## src/rtl/engine_pair_scheduler_if.sv

```systemverilog
// Stream and datapath signal bundle between engine_pair_scheduler and its neighbours.
// master is the host/datapath side, slave is the scheduler side.
interface engine_pair_scheduler_if;
   logic        w_valid;
   logic        w_ready;
   logic [71:0] w_data;
   logic        d_valid;
   logic        d_ready;
   logic [63:0] d_data;
   logic [63:0] in_data;
   logic [2:0]  addr_in;
   logic        we_in;
   logic [71:0] wi0;
   logic [71:0] wi1;
   logic        en;
   logic        v_flag_io;
   logic [15:0] outa;
   logic [15:0] outb;
   logic        res_valid;
   logic        res_ready;
   logic [31:0] res_data;

   modport master (
      output w_valid, w_data, d_valid, d_data, v_flag_io, outa, outb, res_ready,
      input  w_ready, d_ready, in_data, addr_in, we_in, wi0, wi1, en, res_valid, res_data
   );

   modport slave (
      input  w_valid, w_data, d_valid, d_data, v_flag_io, outa, outb, res_ready,
      output w_ready, d_ready, in_data, addr_in, we_in, wi0, wi1, en, res_valid, res_data
   );
endinterface

```

## src/rtl/engine_pair_scheduler.sv

```systemverilog
// Tile sequencer for the two-engine convolution datapath: weights, input rows, run, drain.
// Optional SCHED_PERF_CNT_EN adds a saturating busy-cycle counter on perf_cycles.
module engine_pair_scheduler #(
   parameter int unsigned NUM_ROWS     = 8,
   parameter int unsigned TILE_OUTPUTS = 4,
   parameter int unsigned TIMEOUT      = 255
) (
   input  logic clk,
   input  logic rst,
   input  logic start,
   output logic busy,
   output logic done,
   output logic err_timeout,
   output logic overflow,
`ifdef SCHED_PERF_CNT_EN
   output logic [15:0] perf_cycles,
`endif
   engine_pair_scheduler_if.slave bus
);

   typedef enum logic [2:0] {StIdle, StLoadW, StLoadIn, StRun, StDone, StErr} state_e;

   state_e      state_q, state_d;
   logic        beat_q;
   logic [3:0]  row_q;
   logic [7:0]  out_cnt_q;
   logic [7:0]  idle_q;
   logic [71:0] wi0_q, wi1_q;
   logic [63:0] in_data_q;
   logic [2:0]  addr_q;
   logic        we_q;
   logic        res_valid_q;
   logic [31:0] res_data_q;
   logic        err_q;
   logic        ovf_q;

   logic start_ok, w_hs, d_hs, drain, stall, run_en, capture, drop;
   logic timeout_hit, last_row, last_out;

   always_comb begin
      start_ok    = start && (state_q == StIdle || state_q == StErr);
      w_hs        = bus.w_valid && (state_q == StLoadW);
      d_hs        = bus.d_valid && (state_q == StLoadIn);
      drain       = res_valid_q && bus.res_ready;
      stall       = res_valid_q && !bus.res_ready;
      run_en      = (state_q == StRun) && !stall;
      capture     = (state_q == StRun) && bus.v_flag_io && !stall;
      drop        = (state_q == StRun) && bus.v_flag_io && stall;
      timeout_hit = run_en && !bus.v_flag_io && (idle_q == 8'(TIMEOUT - 1));
      last_row    = (row_q == 4'(NUM_ROWS - 1));
      last_out    = (out_cnt_q == 8'(TILE_OUTPUTS - 1));
   end

   always_ff @(posedge clk) begin
      if (!rst) begin
         state_q <= StIdle;
      end else begin
         state_q <= state_d;
      end
   end

   always_comb begin
      state_d = state_q;
      unique case (state_q)
         StIdle, StErr: if (start) state_d = StLoadW;
         StLoadW:       if (w_hs && beat_q) state_d = StLoadIn;
         StLoadIn:      if (d_hs && last_row) state_d = StRun;
         StRun: begin
            if (timeout_hit)            state_d = StErr;
            else if (capture && last_out) state_d = StDone;
         end
         StDone:        if (!res_valid_q || bus.res_ready) state_d = StIdle;
         default:       state_d = StIdle;
      endcase
   end

   always_comb begin
      busy        = 1'b0;
      done        = 1'b0;
      bus.w_ready = 1'b0;
      bus.d_ready = 1'b0;
      bus.en      = 1'b0;
      unique case (state_q)
         StLoadW: begin
            busy        = 1'b1;
            bus.w_ready = 1'b1;
         end
         StLoadIn: begin
            busy        = 1'b1;
            bus.d_ready = 1'b1;
         end
         StRun: begin
            busy   = 1'b1;
            bus.en = !stall;
         end
         StDone: begin
            busy = 1'b1;
            done = !res_valid_q || bus.res_ready;
         end
         default: ;
      endcase
   end

   always_ff @(posedge clk) begin
      if (!rst) begin
         beat_q      <= 1'b0;
         row_q       <= '0;
         out_cnt_q   <= '0;
         idle_q      <= '0;
         wi0_q       <= '0;
         wi1_q       <= '0;
         in_data_q   <= '0;
         addr_q      <= '0;
         we_q        <= 1'b0;
         res_valid_q <= 1'b0;
         res_data_q  <= '0;
         err_q       <= 1'b0;
         ovf_q       <= 1'b0;
      end else begin
         we_q <= d_hs;
         if (start_ok) begin
            beat_q    <= 1'b0;
            row_q     <= '0;
            out_cnt_q <= '0;
            idle_q    <= '0;
            err_q     <= 1'b0;
            ovf_q     <= 1'b0;
         end
         if (w_hs) begin
            if (!beat_q) wi0_q <= bus.w_data;
            else         wi1_q <= bus.w_data;
            beat_q <= ~beat_q;
         end
         if (d_hs) begin
            in_data_q <= bus.d_data;
            addr_q    <= row_q[2:0];
            row_q     <= row_q + 4'd1;
         end
         // Idle cycles only count while the engines are actually enabled.
         if (state_q == StRun) begin
            if (bus.v_flag_io) idle_q <= '0;
            else if (run_en)   idle_q <= idle_q + 8'd1;
         end
         if (timeout_hit) err_q <= 1'b1;
         if (drop)        ovf_q <= 1'b1;
         if (capture) begin
            res_data_q  <= {bus.outa, bus.outb};
            res_valid_q <= 1'b1;
            out_cnt_q   <= out_cnt_q + 8'd1;
         end else if (drain || timeout_hit || state_q == StErr) begin
            res_valid_q <= 1'b0;
         end
      end
   end

`ifdef SCHED_PERF_CNT_EN
   logic [15:0] perf_q;

   always_ff @(posedge clk) begin
      if (!rst) begin
         perf_q <= '0;
      end else if (start_ok) begin
         perf_q <= '0;
      end else if (busy && perf_q != 16'hFFFF) begin
         perf_q <= perf_q + 16'd1;
      end
   end

   assign perf_cycles = perf_q;
`endif

   assign err_timeout   = err_q;
   assign overflow      = ovf_q;
   assign bus.wi0       = wi0_q;
   assign bus.wi1       = wi1_q;
   assign bus.in_data   = in_data_q;
   assign bus.addr_in   = addr_q;
   assign bus.we_in     = we_q;
   assign bus.res_valid = res_valid_q;
   assign bus.res_data  = res_data_q;

endmodule

```

## src/flat_wrapper.sv

```systemverilog
// flat-port wrapper written by rule: the top's interface ports become plain ports
module engine_pair_scheduler_flat 
#(
   parameter int unsigned NUM_ROWS     = 8,
   parameter int unsigned TILE_OUTPUTS = 4,
   parameter int unsigned TIMEOUT      = 255
)
  (clk, rst, start, busy, done, err_timeout, overflow, bus_w_valid, bus_w_data, bus_d_valid, bus_d_data, bus_v_flag_io, bus_outa, bus_outb, bus_res_ready, bus_w_ready, bus_d_ready, bus_in_data, bus_addr_in, bus_we_in, bus_wi0, bus_wi1, bus_en, bus_res_valid, bus_res_data);
  engine_pair_scheduler_if bus_i ();
  input  logic clk;
  input  logic rst;
  input  logic start;
  output logic busy;
  output logic done;
  output logic err_timeout;
  output logic overflow;
  input wire logic [$bits(bus_i.w_valid)-1:0] bus_w_valid;
  input wire logic [$bits(bus_i.w_data)-1:0] bus_w_data;
  input wire logic [$bits(bus_i.d_valid)-1:0] bus_d_valid;
  input wire logic [$bits(bus_i.d_data)-1:0] bus_d_data;
  input wire logic [$bits(bus_i.v_flag_io)-1:0] bus_v_flag_io;
  input wire logic [$bits(bus_i.outa)-1:0] bus_outa;
  input wire logic [$bits(bus_i.outb)-1:0] bus_outb;
  input wire logic [$bits(bus_i.res_ready)-1:0] bus_res_ready;
  output wire logic [$bits(bus_i.w_ready)-1:0] bus_w_ready;
  output wire logic [$bits(bus_i.d_ready)-1:0] bus_d_ready;
  output wire logic [$bits(bus_i.in_data)-1:0] bus_in_data;
  output wire logic [$bits(bus_i.addr_in)-1:0] bus_addr_in;
  output wire logic [$bits(bus_i.we_in)-1:0] bus_we_in;
  output wire logic [$bits(bus_i.wi0)-1:0] bus_wi0;
  output wire logic [$bits(bus_i.wi1)-1:0] bus_wi1;
  output wire logic [$bits(bus_i.en)-1:0] bus_en;
  output wire logic [$bits(bus_i.res_valid)-1:0] bus_res_valid;
  output wire logic [$bits(bus_i.res_data)-1:0] bus_res_data;
  assign bus_i.w_valid = bus_w_valid;
  assign bus_i.w_data = bus_w_data;
  assign bus_i.d_valid = bus_d_valid;
  assign bus_i.d_data = bus_d_data;
  assign bus_i.v_flag_io = bus_v_flag_io;
  assign bus_i.outa = bus_outa;
  assign bus_i.outb = bus_outb;
  assign bus_i.res_ready = bus_res_ready;
  assign bus_w_ready = bus_i.w_ready;
  assign bus_d_ready = bus_i.d_ready;
  assign bus_in_data = bus_i.in_data;
  assign bus_addr_in = bus_i.addr_in;
  assign bus_we_in = bus_i.we_in;
  assign bus_wi0 = bus_i.wi0;
  assign bus_wi1 = bus_i.wi1;
  assign bus_en = bus_i.en;
  assign bus_res_valid = bus_i.res_valid;
  assign bus_res_data = bus_i.res_data;
  engine_pair_scheduler #(.NUM_ROWS(NUM_ROWS), .TILE_OUTPUTS(TILE_OUTPUTS), .TIMEOUT(TIMEOUT)) u_core (.clk(clk), .rst(rst), .start(start), .busy(busy), .done(done), .err_timeout(err_timeout), .overflow(overflow), .bus(bus_i));
endmodule
```

## config.mk

```make
export PLATFORM = sky130hd
export DESIGN_NAME = engine_pair_scheduler_flat
export DESIGN_NICKNAME = d
export VERILOG_FILES = /design/src/rtl/engine_pair_scheduler_if.sv /design/src/rtl/engine_pair_scheduler.sv /design/src/flat_wrapper.sv
export SDC_FILE = /design/constraint.sdc
export NUM_CORES = 1
export LEC_CHECK = 0
export BUFFER_PORTS_ARGS = -buffer_cell sky130_fd_sc_hd__buf_2
export CORE_AREA = 4 4 162 164
export DETAILED_ROUTE_END_ITERATION = 8
export DIE_AREA = 0 0 166 168
export HOLD_SLACK_MARGIN = 0.06
export PLACE_DENSITY = 0.69
export SLEW_MARGIN = 20
export SYNTH_ARGS = -nofsm -noshare
export SYNTH_HDL_FRONTEND = slang
export SYNTH_SLANG_ARGS = --single-unit
```

## constraint.sdc

```tcl
create_clock -name clk -period 3.03 [get_ports clk]
set_clock_uncertainty 0.05 [all_clocks]
set_input_delay 0.606 -clock clk [delete_from_list [all_inputs] [get_ports clk]]
set_output_delay 0.606 -clock clk [all_outputs]
set_load 0.005 [all_outputs]
```

== After elaboration in Yosys (flattened, before gate mapping) ==
Cells that the tools add are included.
Operators by class
  add/sub/neg operators: 3
  equal/unequal tests: 13
  muxes and demuxes: 26
  bitwise operators: 1
  reductions and logical operators: 34
Operators with widths (count)
  2-to-1 mux 8 bit: 6
  2-to-1 mux 3 bit: 6
  adder 8 x 1 -> 8 bit, second input constant: 2
  one-hot mux 3 bit (5 select lines): 1
  logical AND 1 bit: 14
  nonzero test 2 bit: 6
  2-to-1 mux 1 bit: 11
  equality test 8 x 2 -> 1 bit, second input constant: 1
  equality test 8 bit, second input constant: 1
  2-to-1 mux 4 bit: 2
  equality test 3 x 2 -> 1 bit, second input constant: 2
  equality test 3 bit, second input constant: 2
  inequality test 2 bit, second input constant: 3
  AND reduction 5 bit: 1
  adder 4 x 1 -> 4 bit, second input constant: 1
  equality test 4 x 3 -> 1 bit, second input constant: 1
  zero test 1 bit: 4
  logical OR 1 bit: 4
  AND reduction 2 bit: 2
  OR reduction 4 bit: 1
  equality test 3 x 1 -> 1 bit, second input constant: 1
  zero test 3 bit: 1
  inequality test 3 x 2 -> 1 bit, second input constant: 1
  inequality test 2 x 1 -> 1 bit, second input constant: 1
  other kinds (2): 2
Storage, ports and cells
  register bits: 271
  bits of input ports: 175
  output and inout port bits: 252
  logic and storage cells: 91

== Longest topological paths before layout ==
  word-level depth: 10
  mapped depth: 8
  depth with buffers taken out: 6

== Worst setup path after synthesis ==
Ideal clock, no wire load.
  kind: input to output
  from: input port bus_res_ready
  to: output port bus_en
  arrival time: 1.075 ns
  required time: 2.374 ns
  path slack: 1.299 ns
  stages: 4
  cell sequence: nand2b_1 nand2b_1 buf_4 inv_2
Between the ends
  cells in the longest elaborated chain, start to end: 4
RTL lines
  start, declared: RTL line flat_wrapper.sv:24  | input wire logic [$bits(bus_i.res_ready)-1:0] bus_res_ready;
  zero test 1 bit: RTL line engine_pair_scheduler.sv:45  | stall = res_valid_q && !bus.res_ready;
  logical AND 1 bit: RTL line engine_pair_scheduler.sv:45
  zero test 1 bit: RTL line engine_pair_scheduler.sv:94  | bus.en = !stall;
  2-to-1 mux 1 bit: RTL line engine_pair_scheduler.sv:83  | unique case (state_q)
  end, declared: RTL line flat_wrapper.sv:32  | output wire logic [$bits(bus_i.en)-1:0] bus_en;
Every way passes these cells.

== Worst setup path in the final report ==
  from: register u_core.state_q[2]
  to: output port bus_en
Between the ends
  cells in the longest elaborated chain, start to end: 2
RTL lines
  start, declared: RTL line engine_pair_scheduler.sv:23  | state_e state_q, state_d;
  start signal, assigned: RTL line engine_pair_scheduler.sv:56  | state_q <= StIdle;
  start signal, assigned: RTL line engine_pair_scheduler.sv:58  | state_q <= state_d;
  equality test 3 x 2 -> 1 bit: RTL line engine_pair_scheduler.sv:83
  2-to-1 mux 1 bit: RTL line engine_pair_scheduler.sv:83
Every way passes these cells.

==> out/qor.log <==
qor: placed_design.dp_hpwl 21000 um
qor: die.fp.dieH 168 um
qor: clock_network.clockRootBuffer sky130_fd_sc_hd__clkbuf_16
qor: global_route.grt_antenna_before_repair 2
qor: worst_hold_path.min_path_type in -> reg
qor: timing.totalNegativeSetupSlack 0 ns
qor: timing.tightest_slew 0.644 ns
qor: pwr.total_power 9.35 mW
qor: clock_network.cts_sinks 271
qor: pwr.vdd.ir_drop.worst 506 uV
qor: synthesis.synthTopCellsByArea sky130_fd_sc_hd__dfxtp_1 55%, sky130_fd_sc_hd__nand2_1 19%, sky130_fd_sc_hd__a21oi_1 14%
qor: worst_setup_path.criticalPathCategory reg -> out
qor: run_status.status finished clean
qor: synthesis.synth_cell_type_count 45
qor: worst_setup_path.cp-end-kind output port
qor: flow_run.max_cap_violations 0
qor: worst_setup_path.cp_data_required_time 2.37 ns
qor: synthesis.synthesis.yosys.warnings 0
qor: die.core_area 24900 um2
qor: pwr.cellLeakagePower 5.75 nW
qor: worst_setup_path.wp_data_arrival 2.15 ns
qor: timing.fmaxAchievable 356 MHz
qor: global_route.grt_pass1_vias 9217
qor: routing.drc_marker_count_from_the_first_detailed_route_iteration 670
qor: routing.postRouteAntennaNets 0
qor: synthesis.number_of_enable_type_register_cells_in_the_synthesized_netlist 0
qor: placed_design.gp_routability_congestion 0.856
qor: routing.post_drt_wl_per_cell 15.0 um
qor: synthesis.post_synth_xor_area_fraction 0.00265
qor: cells_and_area.syn_to_final_growth 33.7%
qor: die.die_span_in_x 166 um
qor: synthesis.synth_top_area_frac 0.548
qor: synthesis.netlist_area 9910 um2
qor: synthesis.synth_area_per_cell 8.00 um2
qor: worst_setup_path.worst-path-max-fanout 16
qor: timing.grt_setup_unrepaired false
qor: timing.time_the_worst_path_needs_with_i_o_delays_and_setup 2.81 ns
qor: synthesis.syn-instance-count 1238
qor: clock_network.cts_resized 0
qor: routing.drt_pre_antenna_iters 5
qor: clock_network.cts_made_buffers 29
qor: die.core.rowCount 58
qor: die.dieArea 27900 um2
qor: clock_network.cts_tree built
qor: clock_network.clk-insertion-delay-late 0.55 ns
qor: synthesis.synth_top_family_by_area simple AND/OR/NAND/NOR gates
qor: synthesis.synthDominantAreaCellType sky130_fd_sc_hd__dfxtp_1
qor: synthesis.synth_compound_gate_area_share 0.150
qor: synthesis.synth.yosys.seq_area_share 0.548
qor: routing.drt-total-wl 29800 um
qor: routing.route.detailed.vias_per_inst 4.87
qor: synthesis.ys_seq_elements 271
qor: cells_and_area.final.fill_count 2359
qor: die.start_util 0.398
qor: timing.timing.final.max_slew_violations 0
qor: timing.period_share 0.927
qor: routing.route.vias.total 9647
qor: clock_network.htreeDepth 1
qor: synthesis.synth.net_count 1417
qor: synthesis.synth-main-ff-cell sky130_fd_sc_hd__dfxtp_1
qor: clock_network.count_of_hold_fix_buffers_inserted_at_cts 0
qor: cells_and_area.stdcell_count 1981
qor: global_route.globalRouteTotalUtil 0.199
qor: routing.drcViolationCount 0
qor: clock_network.cts_post_setup_buffers_inserted 0
qor: global_route.global_route_wire_length_before_repair 47100 um
qor: die.i_o_pin_cnt 427
qor: placed_design.port_buffers 426
qor: synthesis.synth_simple_gate_area_frac 0.238
qor: pwr.power-per-cell-area 706 nW/um2
qor: synthesis.proportion_of_synthesized_area_in_mux_cells 0.00227
qor: timing.timing.final.setup_violations 0
qor: worst_setup_path.timing.critical_path.from_type flop
qor: timing.max-slew-margin-rel 0.569
qor: placed_design.numPlacedInstances 1926
qor: timing.postLayoutSetupSlackWorst 0.222 ns
qor: placed_design.pre_cts_ws 0.710 ns
qor: timing.hold_violations 0
qor: global_route.grt_remaining_overflow 0
qor: global_route.grt_max_degree 84
qor: cells_and_area.finish.net_count 1806
qor: cells_and_area.layout-drive-gt1-share 0.310
qor: synthesis.yosys.area_share.adder 0.00505
qor: clock_network.clock_pin_slew_on_the_worst_setup_and_hold_paths 0.06 ns
qor: synthesis.synthArstFlopShare 0
qor: clock_network.ctsLongestPathBuffers 3
-- per-layer routing --
layer  global-route usage  vias up  share of wire
li1                     -     4826              -
met1                0.231     4376           0.39
met2                0.351      382           0.49
met3               0.0646       61          0.091
met4               0.0642        2          0.028
met5                    0        -        0.00057
-- cells in the mapped netlist (2+ instances only) --
| cell | n |
|---|---|
| sky130_fd_sc_hd__inv_2 | 2 |
| sky130_fd_sc_hd__dfxtp_1 | 271 |
| sky130_fd_sc_hd__nor3_1 | 4 |
| sky130_fd_sc_hd__buf_2 | 22 |
| sky130_fd_sc_hd__buf_6 | 22 |
| sky130_fd_sc_hd__nand2b_1 | 3 |
| sky130_fd_sc_hd__nor2b_1 | 2 |
| sky130_fd_sc_hd__buf_4 | 2 |
| sky130_fd_sc_hd__mux2_1 | 2 |
| sky130_fd_sc_hd__or3_1 | 2 |
| sky130_fd_sc_hd__and2_1 | 2 |
| sky130_fd_sc_hd__a21oi_1 | 268 |
| sky130_fd_sc_hd__xnor2_1 | 3 |
| sky130_fd_sc_hd__nand4_1 | 5 |
| sky130_fd_sc_hd__inv_1 | 3 |
| sky130_fd_sc_hd__nand2_2 | 2 |
| sky130_fd_sc_hd__a211oi_1 | 3 |
| sky130_fd_sc_hd__nor2_4 | 3 |
| sky130_fd_sc_hd__o21ai_0 | 7 |
| sky130_fd_sc_hd__ha_1 | 4 |
| sky130_fd_sc_hd__nand2_1 | 494 |
| sky130_fd_sc_hd__nor3b_2 | 2 |
| sky130_fd_sc_hd__and3_1 | 9 |
| sky130_fd_sc_hd__clkbuf_1 | 37 |
| sky130_fd_sc_hd__nand3_1 | 9 |
| sky130_fd_sc_hd__o21a_1 | 3 |
| sky130_fd_sc_hd__nand3b_1 | 4 |
| sky130_fd_sc_hd__a22oi_1 | 3 |
| sky130_fd_sc_hd__nor2_1 | 29 |
-- where the power goes --
| group | switching, mW | internal (mW) | total, mW |
|---|---|---|---|
| Clock | 1.47 | 2.54 | 4.00 |
| Combinational | 0.862 | 0.532 | 1.39 |
| Sequential | 0.151 | 3.80 | 3.95 |
-- critical path, cell delays in order (launching register included) --
cell and delay, ns:
sky130_fd_sc_hd__dfxtp_1 0.70, sky130_fd_sc_hd__nand3b_1 0.25, sky130_fd_sc_hd__nand2b_1 0.34, sky130_fd_sc_hd__inv_2 0.13, sky130_fd_sc_hd__buf_2 0.17
-- layout by cell type (no fill, tap or decap), types with 2 or more instances in the layout --
cell type	netlist	final
sky130_fd_sc_hd__nand2_1	494	493
sky130_fd_sc_hd__buf_2	22	426
sky130_fd_sc_hd__dfxtp_1	271	271
sky130_fd_sc_hd__a21oi_1	268	268
sky130_fd_sc_hd__nor2_1	29	29
sky130_fd_sc_hd__clkbuf_16	0	29
sky130_fd_sc_hd__buf_4	2	10
sky130_fd_sc_hd__and3_1	9	9
sky130_fd_sc_hd__nand3_1	9	9
sky130_fd_sc_hd__bufinv_16	0	8
sky130_fd_sc_hd__o21ai_0	7	7
sky130_fd_sc_hd__buf_12	0	6
sky130_fd_sc_hd__nand4_1	5	5
sky130_fd_sc_hd__nand3b_1	4	4
sky130_fd_sc_hd__nor3_1	4	4
sky130_fd_sc_hd__ha_1	4	4
sky130_fd_sc_hd__clkinv_2	0	4
sky130_fd_sc_hd__clkinvlp_4	0	4
sky130_fd_sc_hd__clkbuf_8	0	4
sky130_fd_sc_hd__nand2b_1	3	3
sky130_fd_sc_hd__inv_1	3	3
sky130_fd_sc_hd__xnor2_1	3	3
sky130_fd_sc_hd__nand2_2	2	3
sky130_fd_sc_hd__nor2_4	3	3
sky130_fd_sc_hd__a211oi_1	3	3
sky130_fd_sc_hd__o21a_1	3	3
sky130_fd_sc_hd__a22oi_1	3	3
sky130_fd_sc_hd__clkbuf_1	37	3
sky130_fd_sc_hd__nor3b_2	2	2
sky130_fd_sc_hd__inv_6	0	2
sky130_fd_sc_hd__nor2b_1	2	2
sky130_fd_sc_hd__mux2_1	2	2
-- path summary, 6_finish.rpt --
path | start | slack [ns] | depth (start not counted) | endpoint
setup / recovery | u_core.state_q[2]$_SDFFE_PN0P_ | 0.22 | 4 | bus_en
hold / removal | bus_d_data[56] | 0.24 | 3 | u_core.bus.in_data[56]$_SDFFE_PN0P_
setup reg to reg | u_core.state_q[2]$_SDFFE_PN0P_ | 0.72 | 6 | u_core.bus.wi0[12]$_SDFFE_PN0P_
hold reg to reg | u_core.bus.wi0[70]$_SDFFE_PN0P_ | 0.40 | 2 | u_core.bus.wi0[70]$_SDFFE_PN0P_
-- cell type report --
| cell class | count | area, um2 | share of cell area |
|---|---|---|---|
| tap | 330 | 413 | 0.0312 |
| clock inverter | 18 | 308 | 0.0232 |
| sequential | 271 | 5430 | 0.410 |
| clock buffer | 36 | 792 | 0.0598 |
| inverter | 5 | 23.8 | 0.00179 |
| timing repair buffer | 442 | 2330 | 0.176 |
| antenna | 1 | 2.50 | 0.000189 |
| multi-input combinational | 878 | 3950 | 0.298 |
-- logic make-up after synthesis --
group	after synthesis
fa+ha+maj	4
mux	2
xor+xnor	3
flops	271
buf+inv	89
compound gates	290
simple gates	579
-- per-stage QoR --
step | hold WS (ns) | util | area (um2)
after global placement | 0.381 | 0.488 | 12100
final | 0.235 | 0.532 | 13200
after CTS | 0.217 | 0.532 | 13200
after global routing | 0.224 | 0.532 | 13200
after detailed placement | 0.387 | 0.488 | 12100
after floorplan | 0.363 | - | 9910
-- flip-flops by register name, indices dropped and copies added, names as in the netlist, 3 cells and up --
| name | flops |
|---|---|
| u_core.bus.addr_in | 3 |
| u_core.bus.in_data | 64 |
| u_core.bus.res_data | 32 |
| u_core.bus.wi0 | 72 |
| u_core.bus.wi1 | 72 |
| u_core.idle_q | 8 |
| u_core.out_cnt_q | 8 |
| u_core.row_q | 4 |
| u_core.state_q | 3 |
Power figures use the tool's default switching activity.
